[src/rtl/seg_display_scheduler.sv]
// Seven-segment display scheduler: queues display words and shows each
// one for a fixed dwell time, back-to-back, with flush/hold/overflow.
module seg_display_scheduler #(
  parameter int DATA_W = 24,
  parameter int ADDR_W = 5,
  parameter int CNT_W  = 32,
  parameter int DWELL  = 100_000_000
) (
  input  logic              clk,
  input  logic              rst_n,
  input  logic              wr_en,
  input  logic [DATA_W-1:0] wr_data,
  input  logic              flush,
  input  logic              hold,
  input  logic              ovf_clr,
  output logic [DATA_W-1:0] seg_out,
  output logic              showing,
  output logic              empty,
  output logic              full,
  output logic [ADDR_W:0]   level,
  output logic              overflow
);

  localparam int DEPTH = 1 << ADDR_W;
  localparam logic [ADDR_W:0] LVL_FULL = (ADDR_W+1)'(DEPTH);
  localparam logic [CNT_W-1:0] CNT_LOAD = CNT_W'(DWELL - 1);

  typedef enum logic [1:0] {
    IDLE,
    LOAD,
    SHOW
  } state_t;

  state_t            state;
  logic [DATA_W-1:0] mem [DEPTH];
  logic [ADDR_W-1:0] wr_ptr;
  logic [ADDR_W-1:0] rd_ptr;
  logic [CNT_W-1:0]  cnt;
  logic              push;
  logic              pop;
  logic              ovf_set;

  assign full    = (level == LVL_FULL);
  assign empty   = (level == '0);
  assign showing = (state == SHOW);
  assign push    = wr_en && !full && !flush;
  assign ovf_set = wr_en && full && !flush;

  // Head pop: always in LOAD, and at dwell expiry in SHOW when more is queued.
  always_comb begin
    pop = 1'b0;
    if (!flush) begin
      unique case (state)
        LOAD:    pop = 1'b1;
        SHOW:    pop = !hold && (cnt == '0) && !empty;
        default: pop = 1'b0;
      endcase
    end
  end

  // Queue storage; stale entries are harmless since pointers gate reads.
  always_ff @(posedge clk) begin
    if (push) mem[wr_ptr] <= wr_data;
  end

  // Sticky overflow; a new drop beats a simultaneous clear.
  always_ff @(posedge clk) begin
    if (!rst_n)       overflow <= 1'b0;
    else if (ovf_set) overflow <= 1'b1;
    else if (ovf_clr) overflow <= 1'b0;
  end

  // Pointers, level and the display FSM.
  always_ff @(posedge clk) begin
    if (!rst_n || flush) begin
      wr_ptr  <= '0;
      rd_ptr  <= '0;
      level   <= '0;
      seg_out <= '0;
      cnt     <= '0;
      state   <= IDLE;
    end else begin
      if (push) wr_ptr <= wr_ptr + 1'b1;

      unique case ({push, pop})
        2'b10:   level <= level + 1'b1;
        2'b01:   level <= level - 1'b1;
        default: level <= level;
      endcase

      if (pop) begin
        seg_out <= mem[rd_ptr];
        rd_ptr  <= rd_ptr + 1'b1;
        cnt     <= CNT_LOAD;
      end

      unique case (state)
        IDLE: begin
          seg_out <= '0;
          if (!empty && !hold) state <= LOAD;
        end
        LOAD: state <= SHOW;
        SHOW: begin
          if (!hold) begin
            if (cnt != '0) begin
              cnt <= cnt - 1'b1;
            end else if (empty) begin
              seg_out <= '0;
              state   <= IDLE;
            end
          end
        end
        default: state <= IDLE;
      endcase
    end
  end

endmodule

[config.mk]
export PLATFORM = sky130hd
export DESIGN_NAME = seg_display_scheduler
export DESIGN_NICKNAME = d
export VERILOG_FILES = /design/src/rtl/seg_display_scheduler.sv
export SDC_FILE = /design/constraint.sdc
export NUM_CORES = 1
export LEC_CHECK = 0
export BUFFER_PORTS_ARGS = -buffer_cell sky130_fd_sc_hd__clkbuf_2
export CAP_MARGIN = 20
export CORE_MARGIN = 5
export CORE_UTILIZATION = 40
export CTS_BUF_LIST = sky130_fd_sc_hd__clkbuf_8
export CTS_CLUSTER_DIAMETER = 80
export DETAILED_ROUTE_END_ITERATION = 7
export HOLD_SLACK_MARGIN = 0.12
export PLACE_DENSITY = 0.56
export RECOVER_POWER = 50
export SLEW_MARGIN = 30
export SYNTH_ARGS = -nofsm -noshare
export SYNTH_HDL_FRONTEND = slang
export SYNTH_SLANG_ARGS = --single-unit
[constraint.sdc]
create_clock -name clk -period 4.3 [get_ports clk]
set_input_delay 0.86 -clock clk [delete_from_list [all_inputs] [get_ports clk]]
set_output_delay 0.86 -clock clk [all_outputs]
set_load 0.005 [all_outputs]
Yosys cells after proc, flatten, opt, wreduce, memory -nomap -nowiden
Memory sizes are Yosys's and may differ from the RTL's. A register that Yosys moved wholly into a read port is not among the register bits.
Index checks and enable logic that the tools add are counted.
{ "totals": {"reg_bits": 75, "latchBits": 0, "ram_bits": 768, "mem_bits_ro": 0, "in_bits": 30, "out_inout_bits": 34, "elab_cells": 65, "memories": 1} }
{ "mem_list": {"columns": ["name", "depth", "word_bits", "rd", "rd_ports_with_merged_regs", "wr", "line_no", "text"], "rows": [
  ["mem", 32, 24, 1, 1, 1, "35", "logic [DATA_W-1:0] mem [DEPTH];"]
]} }
{ "op_classes": {"add_sub_neg": 5, "n_mul": 0, "div": 0, "order_cmp": 0, "eq_ne": 9, "n_shift": 0, "n_mux": 23, "bitwise": 0, "n_reduce_logical": 20} }
{ "op_table": {"columns": ["cell", "n"], "rows": [
  ["2-to-1 mux 32 bit", 4],
  ["2-to-1 mux 24 bit", 4],
  ["case mux 24 bit (2 select lines)", 1],
  ["logical NOT 32 bit", 1],
  ["nonzero test 32 bit", 1],
  ["subtractor 32 x 1 -> 32 bit, second input constant", 1],
  ["case mux 6 bit (2 select lines)", 1],
  ["adder 5 x 1 -> 5 bit, second input constant", 2],
  ["2-to-1 mux 5 bit", 2],
  ["2-to-1 mux 2 bit", 4],
  ["logical AND 1 bit", 7],
  ["adder 6 x 1 -> 6 bit, second input constant", 1],
  ["== test 6 bit, second input constant", 1],
  ["logical NOT 6 bit", 1],
  ["!= test 2 bit, second input constant", 3],
  ["case mux 2 bit (3 select lines)", 1],
  ["subtractor 6 x 1 -> 6 bit, second input constant", 1],
  ["logical NOT 1 bit", 5],
  ["2-to-1 mux 1 bit", 5],
  ["== test 2 x 1 -> 1 bit, second input constant", 2],
  ["== test 2 bit, second input constant", 2],
  ["AND reduction 4 bit", 1],
  ["nonzero test 2 bit", 2],
  ["logical NOT 2 bit", 1],
  ["other kinds (3)", 3]
]} }

Logic depth before layout (Yosys ltp)
{ "depth": {"ltp_word": 10, "depth_mapped": 17} }

Worst setup path before layout
Ideal clock, no wire load.
{ "synth_timing": {"path_type": "input to register", "start": "input port hold", "end": "register level[4]", "setup_time_ps": 70, "t_arrival_ps": 3755, "required_time_ps": 4230, "slack_ps": 475, "stages": 14, "path_buffers": 1, "cell_sequence": "nor4b_1 and4_1 a41oi_1 nor2_1 ha_1 buf_1 xor2_1 ha_1 a21oi_1 o21bai_1 a22oi_1 o221a_2 or3_1 a21oi_1"} }
{ "synth_via": {"elab_chain_cells": 7, "elab_cells_between_ends": 9, "cone_classes": "eq/ne: 2; mux: 3; reduce/logical: 4"} }
{ "synth_lines": {"columns": ["item", "line_no", "text"], "rows": [
  ["start: declaration", "14", "input logic hold,"],
  ["logical NOT 1 bit *", null, null],
  ["logical AND 1 bit * (2 in series)", "55", "SHOW: pop = !hold && (cnt == '0) && !empty;"],
  ["case mux 1 bit (2 select lines) *", "53", "unique case (state)"],
  ["2-to-1 mux 1 bit *", "52", "if (!flush) begin"],
  ["== test 2 x 1 -> 1 bit or == test 2 bit (tied branches)", "85", "unique case ({push, pop})"],
  ["case mux 6 bit (2 select lines) or nonzero test 2 bit (tied branches)", null, null],
  ["end signal: assignment", "86", "2'b10: level <= level + 1'b1;"],
  ["end signal: assignment", "87", "2'b01: level <= level - 1'b1;"],
  ["end signal: assignment", "88", "default: level <= level;"],
  ["end: declaration", "20", "output logic [ADDR_W:0] level,"]
]} }
Mark *: on every way between the ends. The rest lies on a longest branch, timed or not.
A chain may end at the register's enable or synchronous reset.

Final worst setup path
{ "layout_timing": {"start": "register level[3]", "end": "memory mem[23][17], enable pin"} }
{ "layout_via": {"elab_chain_cells": 6} }
{ "layout_lines": {"columns": ["item", "line_no", "text"], "rows": [
  ["== test 6 bit", "43", "assign full = (level == LVL_FULL);"],
  ["logical NOT 1 bit", "46", "assign push = wr_en && !full && !flush;"],
  ["logical AND 1 bit (2 in series)", "46", null],
  ["2-to-1 mux 1 bit", "63", "if (push) mem[wr_ptr] <= wr_data;"],
  ["2-to-1 mux 1 bit (implied by the code)", "63", null],
  ["end: declaration", "35", null]
]} }
No other way between the ends.

==> results.cfg <==
[status]
status = completed

[timing]
holdWs_ns = 0.337
fmaxAchievable_ghz = 0.268
setup_viol = 0
slew_violations = 0
finalWorstSetupSlack_ns = 0.568
finClkSkew_ns = 0.0397
slew-limit-headroom_pct = 3.95
min_period_ns = 3.73
setup_tns_ns = 0
hold_violations = 0
grt_setup_unrepaired = no
worst_pin_slew_ns = 1.44
min_period_over_period_pct = 86.8

[cts]
numCtsBuffers = 141
clockRootBuffer = clkbuf_8
insertion_delay_ns = 0.78
cts.sinks = 848
postCtsHoldBufs = 0
cts_setup_buffers = 0
cts_tree = built
ctsResizeCount = 0
clock_tree.htree_level_count = 4
path_clk_slew_ns = 0.06
clockBufferDepth = 3

[place]
hpwl_um = 47300
placed_cell_area_um2 = 35600
numPortBuffers = 63
place_ws_ns = 0.451
gp_congestion = 0.789

[routing]
drcViolationCount = 0
viasPerCell = 5.62
routedWlPerCell_um = 25.6
routed_wl_um = 83300
vias = 18300
postRouteAntennaNets = 0
drt-initial-drc-count = 1647
drtPass1Iterations = 5

[yosys]
syn_inst = 1891
syn_area_per_cell_um2 = 17.6
synth_compound_area_share_pct = 6.84
synth_top_cell_by_area = edfxtp_1
synth_top_family_by_area = multiplexers
synth_edf_count = 768
synth_top_area_share_pct = 69.1
synth_area_um2 = 33400
muxShareOfSynthArea_pct = 12.4
synthAdderAreaFrac_pct = 0.488
ys.flop_type = edfxtp_1
syn-num-nets = 1934
netlist-cell-type-count = 62
ys_seq_area_share_pct = 73.9
synth_xor_area_share_pct = 0.578
ys_ff_latch = 848
yosysWarnings = 0
yosys.area_share.simple_pct = 3.99
synth_area_leaders = edfxtp_1, mux4_2, mux2i_1
synthArstFlopShare_pct = 0

[power_and_ir_drop]
p_switching_mw = 3.32
power.share.clock_pct = 41.7
pwr-share-seq_pct = 57.2
comb_power_share_pct = 1.1
p_int_mw = 12.4
switching_share_pct = 21.1
p_per_area_nw_per_um2 = 413
total_power_mw = 15.8
p_leak_nw = 11.7
vdd_drop_max_mv = 0.236

[setup_path]
crit_arrival_ns = 4.17
cp-end-kind = register
cp_max_fo = 11
reg2reg_from = level[3]$_SDFFE_PP0P_
startpoint = level[3]$_SDFFE_PP0P_
reg2reg_depth = 8
worst_path_max_delay_cell = nand2_1
worstSetupEndpoint = mem[23][17]$_DFFE_PP_
reg2reg_slack_ns = 0.57
cp_common_cell = buf_4
critical_path_class = reg -> reg
regToRegEndpoint = mem[23][17]$_DFFE_PP_
required_ns = 4.74
start_kind = register
max_stage_delay_ns = 0.57
crit_chain = nor4_1, and3_1, nor3b_1, clkbuf_1, nand2_1, buf_4, nor2_4, buf_4

[layout]
fin_nets = 2108
area_delta_synth_final_pct = 14.4
layout-drive-gt1-share_pct = 18.9
design_area_um2 = 38100

[die]
die_area_um2 = 89300
die_h_um = 299
num_rows = 106
io_pins = 64
core_um2 = 83200
die_w_um = 299
initial_core_util_pct = 40.1

[flow_run]
cap_violations = 0

[global_route]
grt-ovfl-total = 0
globalRouteTotalUtil_pct = 18.5
grt_pass1_wl_um = 123000
grt_max_degree = 97
antenna_found_initial = 1
grt_pass1_vias = 18800

[worst_hold_path]
hp-class = in -> reg
whs_path_depth = 2
[synth_stat cells (all sizes together) (4+ instances only)]
library cell / count
a22oi: 73
xnor2: 8
o21ai: 79
a21oi: 28
nor4: 10
nand2b: 6
nand2: 80
dfxtp: 80
xor2: 14
a211oi: 6
a311oi: 6
nor2b: 5
a31oi: 4
a221oi: 96
nor3b: 6
mux4: 96
buf: 48
o21a: 6
nor2: 87
nand3: 15
inv: 37
mux2i: 196
clkbuf: 54
nor3: 18
nand3b: 5
nand4: 4
ha: 13
or3: 6
edfxtp: 768
and3: 5
[per-stage QoR]
stage | cells | utilization, %
final | 3253 | 45.9
after detailed placement | 3002 | 42.9
after global routing | 3253 | 45.9
after global placement | 3002 | 42.9
after floorplan | 1891 | -
after CTS | 3252 | 46.0
[layout by cell type (no fill, tap or decap), types with 6 or more instances in the layout]
cell type	count
nor2_1	54
nor2_4	32
clkinv_2	12
o21ai_0	66
nand2_1	80
clkbuf_2	9
nand3_1	15
a221oi_1	96
mux2i_1	196
clkinv_1	24
clkbuf_1	56
o21a_1	6
o21ai_1	9
xor2_1	14
a22oi_1	73
a211oi_1	6
inv_1	88
edfxtp_1	768
clkbuf_8	146
mux4_2	96
nor3_1	15
a21oi_1	28
xnor2_1	8
nand2b_1	6
buf_12	23
or3_1	6
nor3b_1	6
a311oi_1	6
buf_4	45
dfxtp_1	76
nor4_1	6
ha_1	13
[worst max-delay path, delay by kind of cell, from the launching register on]
family / cells / cell delay, ns
buffers and inverters: 3 / 1.16
flip-flops: 1 / 0.53
AND/OR/NAND/NOR: 5 / 1.69
[cell type report]
class | count | area, um2
Antenna cell | 1 | 2.50
Clock buffer | 146 | 2010
Clock inverter | 104 | 574
Fill cell | 7054 | 45000
Inverter | 37 | 139
Multi-Input combinational cell | 904 | 8340
Sequential cell | 848 | 24700
Tap cell | 1080 | 1350
Timing Repair Buffer | 133 | 1050
[flip-flops by register name, indices dropped and copies added, names as in the netlist, named ones only]
signal    count
rd_ptr        5
cnt          32
level         6
seg_out      24
overflow      1
mem         768
wr_ptr        5
state         2
[power by group through the flow]
stage / clock [mW] / sequential, mW / combinational [mW]
after global placement: 0 / 9.17 / 0.176
after global routing: 7.16 / 9.00 / 0.200
after detailed placement: 0 / 9.17 / 0.186
after CTS: 6.77 / 9.00 / 0.186
after floorplan: 0 / 9.17 / 0.0454
final: 6.57 / 9.00 / 0.180
[worst min-delay path by stage]
stage	startpoint	endpoint
after floorplan	seg_out[0]$_SDFF_PP0_	seg_out[0]$_SDFF_PP0_
after global placement	seg_out[22]$_SDFF_PP0_	seg_out[22]$_SDFF_PP0_
after detailed placement	seg_out[1]$_SDFF_PP0_	seg_out[1]$_SDFF_PP0_
after CTS	rst_n	overflow$_SDFFE_PN0P_
after global routing	rst_n	overflow$_SDFFE_PN0P_
final	rst_n	overflow$_SDFFE_PN0P_
[logic make-up (layout without fill, tap and decap cells)]
group	Yosys count	count (layout)
multiplexers	292	292
AO/OA/AOI/OAI	312	312
flip-flops	848	848
XOR/XNOR	22	22
adder cells (fa/ha/maj)	13	13
AND/OR/NAND/NOR	265	265
buffers and inverters	139	420
other	0	1
[metal layers]
metal / GRT usage, % / part of all wire [%] / vias up
li1: - / - / 8040
met1: 25.3 / 43 / 9521
met4: 5.66 / 2.3 / 0
met5: 0 / 0 / -
met2: 29.9 / 48 / 582
met3: 4.32 / 6.5 / 134
Power figures use the tool's default switching activity.
